### src/rtl/cache_control.sv
// cache_control
//   Control FSM for the 2-way, 8-set, 128-bit-line LC-3b cache. Hits are
//   answered in the request cycle; a miss writes back the dirty victim (if
//   any), allocates the line from physical memory, then returns to IDLE where
//   the still-held CPU request re-evaluates as a hit.
//
// Ports
//   clk, reset              rising-edge clock, asynchronous active-high reset
//   mem_read, mem_write     CPU request (held until mem_resp; both = write)
//   mem_address             CPU byte address
//   mem_resp                one-cycle CPU completion pulse
//   hit, dirty, victim_tag  datapath status for the addressed set
//   load_line               datapath line/tag/valid write strobe
//   sel_pmem_data           datapath data mux: 1 = pmem line, 0 = CPU-merged
//   set_dirty, clear_dirty  dirty-bit control qualified by load_line
//   lru_update              touch LRU of the accessed set
//   pmem_read, pmem_write   physical memory line request, held until pmem_resp
//   pmem_address            line-aligned physical address
//   pmem_resp               physical memory completion pulse
//
// Optional feature (macro CACHE_PERF_COUNTERS_EN)
//   hit_count, miss_count, wb_count  16-bit wrapping performance counters

module cache_control #(
    parameter int OFFSET_BITS = 4,
    parameter int INDEX_BITS  = 3,
    parameter int TAG_BITS    = 9    // OFFSET_BITS+INDEX_BITS+TAG_BITS == 16
) (
    input  logic                clk,
    input  logic                reset,
    input  logic                mem_read,
    input  logic                mem_write,
    input  logic [15:0]         mem_address,
    output logic                mem_resp,
    input  logic                hit,
    input  logic                dirty,
    input  logic [TAG_BITS-1:0] victim_tag,
    output logic                load_line,
    output logic                sel_pmem_data,
    output logic                set_dirty,
    output logic                clear_dirty,
    output logic                lru_update,
    output logic                pmem_read,
    output logic                pmem_write,
    output logic [15:0]         pmem_address,
    input  logic                pmem_resp
`ifdef CACHE_PERF_COUNTERS_EN
    ,
    output logic [15:0]         hit_count,
    output logic [15:0]         miss_count,
    output logic [15:0]         wb_count
`endif
);

    localparam int LINE_BITS = TAG_BITS + INDEX_BITS;

    typedef enum logic [1:0] {
        IDLE,
        WRITEBACK,
        ALLOCATE
    } state_t;

    state_t                state, state_next;
    logic [LINE_BITS-1:0]  line_q;     // held request address, line part only
    logic [TAG_BITS-1:0]   vtag_q;     // victim tag captured at miss time
    logic                  req;
    logic                  miss_start;

    // Byte offset never reaches physical memory (line-aligned transfers).
    logic unused_offset;
    assign unused_offset = ^mem_address[OFFSET_BITS-1:0];

    assign req = mem_read | mem_write;

    always_ff @(posedge clk or posedge reset) begin
        if (reset) begin
            state  <= IDLE;
            line_q <= '0;
            vtag_q <= '0;
        end else begin
            state <= state_next;
            if (miss_start) begin
                line_q <= mem_address[15:OFFSET_BITS];
                vtag_q <= victim_tag;
            end
        end
    end

    always_comb begin
        state_next    = state;
        miss_start    = 1'b0;
        mem_resp      = 1'b0;
        load_line     = 1'b0;
        sel_pmem_data = 1'b0;
        set_dirty     = 1'b0;
        clear_dirty   = 1'b0;
        lru_update    = 1'b0;
        pmem_read     = 1'b0;
        pmem_write    = 1'b0;
        pmem_address  = '0;

        case (state)
            IDLE: begin
                if (req) begin
                    if (hit) begin
                        mem_resp   = 1'b1;
                        lru_update = 1'b1;
                        // A write (including read+write) merges CPU data into the line.
                        if (mem_write) begin
                            load_line = 1'b1;
                            set_dirty = 1'b1;
                        end
                    end else begin
                        miss_start = 1'b1;
                        state_next = dirty ? WRITEBACK : ALLOCATE;
                    end
                end
            end
            WRITEBACK: begin
                pmem_write   = 1'b1;
                pmem_address = {vtag_q, line_q[INDEX_BITS-1:0], {OFFSET_BITS{1'b0}}};
                if (pmem_resp)
                    state_next = ALLOCATE;
            end
            ALLOCATE: begin
                pmem_read    = 1'b1;
                pmem_address = {line_q, {OFFSET_BITS{1'b0}}};
                if (pmem_resp) begin
                    load_line     = 1'b1;
                    sel_pmem_data = 1'b1;
                    clear_dirty   = 1'b1;
                    state_next    = IDLE;
                end
            end
            default: state_next = IDLE;
        endcase

        // Outputs are forced low for the whole reset assertion, not just after
        // the state register clears, so a held hit cannot leak a mem_resp.
        if (reset) begin
            mem_resp      = 1'b0;
            load_line     = 1'b0;
            sel_pmem_data = 1'b0;
            set_dirty     = 1'b0;
            clear_dirty   = 1'b0;
            lru_update    = 1'b0;
            pmem_read     = 1'b0;
            pmem_write    = 1'b0;
            pmem_address  = '0;
        end
    end

`ifdef CACHE_PERF_COUNTERS_EN
    // refill_q marks the cycle right after a fill: the hit seen then is the
    // re-check of an already-counted miss, not a new hit.
    logic refill_q;

    always_ff @(posedge clk or posedge reset) begin
        if (reset) begin
            refill_q   <= 1'b0;
            hit_count  <= '0;
            miss_count <= '0;
            wb_count   <= '0;
        end else begin
            refill_q <= (state == ALLOCATE) && pmem_resp;
            if ((state == IDLE) && req && hit && !refill_q)
                hit_count <= hit_count + 16'd1;
            if (miss_start)
                miss_count <= miss_count + 16'd1;
            if ((state == WRITEBACK) && pmem_resp)
                wb_count <= wb_count + 16'd1;
        end
    end
`endif

endmodule

### config.mk
export PLATFORM = sky130hd
export DESIGN_NAME = cache_control
export DESIGN_NICKNAME = d
export VERILOG_FILES = /design/src/rtl/cache_control.sv
export SDC_FILE = /design/constraint.sdc
export NUM_CORES = 1
export LEC_CHECK = 0
export CAP_MARGIN = 10
export CELL_PAD_IN_SITES_DETAIL_PLACEMENT = 1
export CELL_PAD_IN_SITES_GLOBAL_PLACEMENT = 1
export CORE_MARGIN = 4
export CORE_UTILIZATION = 34
export CTS_CLUSTER_DIAMETER = 80
export CTS_CLUSTER_SIZE = 25
export DETAILED_ROUTE_END_ITERATION = 8
export HOLD_SLACK_MARGIN = 0.05
export PLACE_DENSITY = 0.79
export SKIP_CTS_REPAIR_TIMING = 1
export SYNTH_ARGS = -nofsm -noshare
export SYNTH_HDL_FRONTEND = slang
export SYNTH_SLANG_ARGS = --single-unit
### constraint.sdc
create_clock -name clk -period 5.25 [get_ports clk]
set_clock_uncertainty 0.15 [all_clocks]
set_input_delay 0.7875 -clock clk [delete_from_list [all_inputs] [get_ports clk]]
set_output_delay 0.7875 -clock clk [all_outputs]
set_load 0.01 [all_outputs]
==> results of run 1 <==
## critical path: cells and delay by family
kind	cells	cell delay, ps
buf+inv	2	1060
simple gates	3	770
## cell families after synthesis
family | share of synthesized area [%]
AND/OR/NAND/NOR | 12.1
buffers and inverters | 6.91
other | 0.284
multiplexers | 23.6
adder cells (fa/ha/maj) | 4.73
AO/OA/AOI/OAI | 8.81
flip-flops | 43.6
## stage by stage
step                cells  worst slack (ps)  util, %  hold slack, ps  total power [mW]
floorplan             110              2790        -             323             0.668
CTS                   199              1650     49.4             368             0.936
finish                199              1690     49.4             364             0.925
global route          199              1560     49.4             387             0.995
detailed placement    195              1660     48.2             343             0.823
global placement      195              1730     48.2             334             0.801
## path summary, 6_finish.rpt
| path | cells after the start | slack (ps) | end |
|---|---|---|---|
| worst max-delay path | 5 | 1690 | pmem_address[6] |
| worst min-delay path | 1 | 360 | line_q[1] |
| worst max register to register | 5 | 2770 | vtag_q[1] |
| worst min register to register | 1 | 360 | line_q[1] |
| max in group asynchronous | 2 | 3360 | vtag_q[0] |
| min in group asynchronous | 2 | 1050 | line_q[9] |
## cell type report
class                      count  area, um2  area share [%]
inverter                       3       11.3           0.613
timing repair buffer          48        478            26.0
sequential                    23        576            31.4
multi-input combinational     73        666            36.3
tap                           48       60.1            3.27
clock buffer                   4       45.0            2.45
## report_power, final
part,switching [mW],internal [mW]
registers,0.0548,0.269
clock network,0.0532,0.0541
logic,0.206,0.288
## metal layers
layer	global-route usage (%)	wire length, um	share of wire (%)	up-vias
met5	0	0	0	-
met4	3.83	46	1.4	0
met3	2.30	88	2.7	6
met2	25.7	1760	54	28
met1	16.5	1350	42	473
li1	-	-	-	449
## Yosys cell counts, types with 2 or more instances
cell type  number  area [um2]
and2_1          4        25.0
ha_1            5        62.6
dfrtp_1        23         576
nor2b_1         3        18.8
a31oi_1         3        18.8
buf_4           6        45.0
a22oi_1         9        67.6
buf_6           2        22.5
inv_1           3        11.3
mux2_4         20         300
clkbuf_1        2        7.51
nor2_1         11        41.3
## sequential cells by signal (all words and copies together), names as in the netlist
register,cells
vtag_q,9
line_q,12
state,2
==> metrics.txt, run 1 <==
final antenna-violating net count=0; commonest non-fill, non-tap cell in the layout=clkdlybuf4s50_1; most frequent cells in the layout=clkdlybuf4s50_1, dfrtp_1, mux2_4; row count=22; vias in the first global route=around 1,100; fin area=1840 um2; Port Buffers=47; crit-path max cell delay=around 530 ps; mapped cell area=between 1000 and 1500 um2; Clock Tree Root=clkbuf_8; Critical Path Most Common Cell=clkdlybuf4s50_1; number of DRC markers in iteration 0=38; TritonCTS buffer count=3; Worst setup SP type=primary input; core footprint=3720 um2; Final setup viols=0; Crit path required time=4310 ps; CTS sink count=23; first-pass GRT wire length=around 5.6 mm; Die Footprint=~5000 um2; antenna violations before repair=0; Tcrit/Tclk final=67.9%; minimum clock period=around 3600 ps; Max Fanout on Critical Path=10; cell leakage power=between 0.7 and 0.8 nW; Worst slew margin=a little over two fifths; via count=956; hpwl dp=2.50 mm; slowest CP cell=clkdlybuf4s50_1; Critical R2R Launch=state[0]; Primary FF master, synth=dfrtp_1; Placed Area=about 1800 um2; status=finished clean; ant diodes=0; area growth from synthesis to layout=38.9%; grt total ovfl=0; crit-path cells=clkdlybuf4s50_1, nand2b_1, nor2_1, and2_1, clkdlybuf4s50_1; Worst Path Arrival=approximately 2600 ps; RSZ-0062 raised after global routing=no; register bit total from synthesis=23; die height=roughly 70 um; Clk pin slew, worst setup/hold paths=80 ps; post-route setup TNS=0 ps; worst slew pin tran=873 ps; DRC violations left=0; Filler cells=a little over 400; max_cap viols=0; ratio of cells with drive above 1 in the final layout=between 15 and 20%; synthesized netlist cell count=107; Pwr per Cell Area=around 500 nW/um2; Achievable Freq=roughly 280 MHz; Avg Vias per Cell=just under 5; register area share after synthesis=around 44%; number of synthesized flops with an enable pin=0; fin nets=roughly 190; CTS HTree Levels=1; clock latency on the worst-skew pair=between 200 and 300 ps; drt wl/cell=roughly 16 um; largest net degree at the start of global routing=24; Pins Over Slew Limit=0; gpl congestion=0.772; peak supply drop=roughly 0.21 mV; Crit. Startpoint=reset; min-delay worst type=flip-flop to flip-flop; Yosys cell types=28; Die Width=70.3 um; Initial Utilization=a little over a third; TritonCTS clock tree=yes; FFs w/ async S/R, synth=100%; Global Route Usage Sum=roughly 14%; Worst Setup End Kind=primary output; synth warn=0; Setup Crit Path Kind=primary input to primary output; io pins=56; synthesized area per cell=approximately 12 um2; final hold vios=0; hold_sp=line_q[1]; final wirelength=about 3.2 mm; CTS max path bufs=2; DRT Pass-1 Iters=4
No activity file was read; power rests on OpenSTA's default activity.
==> inputs of run 2 (changes only) <==
--- a/config.mk
+++ b/config.mk
@@ -9,12 +9,12 @@
 export CELL_PAD_IN_SITES_DETAIL_PLACEMENT = 1
 export CELL_PAD_IN_SITES_GLOBAL_PLACEMENT = 1
 export CORE_MARGIN = 4
-export CORE_UTILIZATION = 34
+export CORE_UTILIZATION = 29
 export CTS_CLUSTER_DIAMETER = 80
 export CTS_CLUSTER_SIZE = 25
 export DETAILED_ROUTE_END_ITERATION = 8
 export HOLD_SLACK_MARGIN = 0.05
-export PLACE_DENSITY = 0.79
+export PLACE_DENSITY = 0.72
 export SKIP_CTS_REPAIR_TIMING = 1
 export SYNTH_ARGS = -nofsm -noshare
 export SYNTH_HDL_FRONTEND = slang
==> constraint.sdc (replaced) <==
create_clock -name clk -period 3.25 [get_ports clk]
set_clock_uncertainty 0.15 [all_clocks]
set_input_delay 0.4875 -clock clk [delete_from_list [all_inputs] [get_ports clk]]
set_output_delay 0.4875 -clock clk [all_outputs]
set_load 0.01 [all_outputs]
==> run 2 against run 1 <==
Against the previous run: sequential share of layout area shrank 0.21 points; clock power increased by 64%; worst setup slack got worse by 1400 ps; utilization shrank 7.2 points; total power is 62% higher; via count is 1.2% higher; global-route usage down 2.3 points; sequential power grew 61%; non-clock buffer count rose by 1; worst hold slack got worse by 1.7 ps; count of clock-buffer cells in the layout did not move; largest cell class unchanged; highest routed layer unchanged.
==> metrics.txt, run 2 (same netlist as run 1, synthesis figures left out) <==
TritonCTS buffer count=3; vias in the first global route=1,048; CTS max path bufs=2; Worst slew margin=40.7%; Pwr Total=1.50 mW; most frequent cells in the layout=clkdlybuf4s50_1, dfrtp_1, mux2_4; Tcrit/Tclk final=about nine tenths; final core utilization=between 40% and 50%; final hold vios=0; Global Route Usage Sum=11.7%; Clock Tree Root=clkbuf_8; grt total ovfl=0; area growth from synthesis to layout=39.9%; Final setup viols=0; via count=967; min-delay worst type=flip-flop to flip-flop; TritonCTS clock tree=yes; Worst setup SP type=flip-flop; hpwl dp=2.50 mm; Achievable Freq=around 340 MHz; antenna violations before repair=0; post-route setup TNS=0 ps; gpl congestion=roughly 0.75; Clk pin slew, worst setup/hold paths=80 ps; Port Buffers=47; final antenna-violating net count=0; core footprint=4380 um2; Pwr per Cell Area=between 800 and 900 nW/um2; Max Fanout on Critical Path=13; ratio of cells with drive above 1 in the final layout=approximately 20%; die height=approximately 76 um; CTS HTree Levels=1; CTS sink count=23; io pins=56; largest net degree at the start of global routing=24; max_cap viols=0; max reg flops=12; clock latency on the worst-skew pair=260 ps; Setup Crit Path Kind=flip-flop to primary output; fin nets=between 150 and 200; row count=24; Filler cells=about 460; Initial Utilization=a little under a third; Largest regs=line_q (12), vtag_q (9), state (2); Worst Setup End Kind=primary output; cell leakage power=just under 0.8 nW; Worst Path Arrival=2280 ps; DRT Pass-1 Iters=4; RSZ-0062 raised after global routing=no; peak supply drop=0.348 mV; Min Hold Slack=about 360 ps; ant diodes=0; Avg Vias per Cell=between 4 and 5; Crit path required time=2610 ps; commonest non-fill, non-tap cell in the layout=clkdlybuf4s50_1; Die Width=roughly 76 um; final wirelength=3.26 mm; drt wl/cell=about 16 um; Die Footprint=about 5700 um2; number of DRC markers in iteration 0=44; Pins Over Slew Limit=0; worst slew pin tran=a little under 900 ps; first-pass GRT wire length=around 5.1 mm; status=finished clean; minimum clock period=between 2000 and 3000 ps; Reg with most FFs=line_q; DRC violations left=0
-- run 2: cell count changes in the layout (fill, tap and decap cells not counted), sizes merged --
cell	change
buf	+1
-- run 2: metal layers --
metal  global-route usage, %  part of all wire [%]  vias up
met5                       0                     0        -
met4                    2.33                  0.40        0
met1                    15.0                    42      491
li1                        -                     -      449
met2                    20.6                    53       25
met3                    1.98                   4.3        2
-- run 2: layout make-up --
class	count	area (um2)	share of cell area [%]
clock buffer	4	45.0	2.44
inverter	3	11.3	0.609
multi-input combinational	73	666	36.0
sequential	23	576	31.1
tap	52	65.1	3.52
timing repair buffer	49	485	26.3
-- run 2: path summary, 6_finish.rpt --
kind                       depth (start not counted)               to  slack (ps)  startpoint
max in group asynchronous                          2        vtag_q[1]        1690       reset
setup reg to reg                                   5        vtag_q[1]        1290    state[0]
setup / recovery                                   6  pmem_address[5]         330    state[1]
hold reg to reg                                    1        line_q[2]         360   line_q[2]
hold / removal                                     1        line_q[2]         360   line_q[2]
min in group asynchronous                          2        line_q[2]         710       reset
-- run 2: power breakdown --
| group | internal, mW | switching (mW) |
|---|---|---|
| logic | 0.472 | 0.334 |
| clock network | 0.0875 | 0.0878 |
| registers | 0.434 | 0.0872 |
-- run 2: per-stage QoR --
step                      area [um2]  instances  worst slack (ps)
after CTS                       1850        204               300
after global routing            1850        204               106
final                           1850        204               331
after floorplan                 1330        110              1140
after detailed placement        1800        200               363
after global placement          1800        200               437
-- run 2: critical path, cell delays in order (launching register included) --
cell and delay (ps):
dfrtp_1 420, inv_1 120, ha_1 490, nor2_1 100
nor2_1 200, and2_1 160, clkdlybuf4s50_1 530
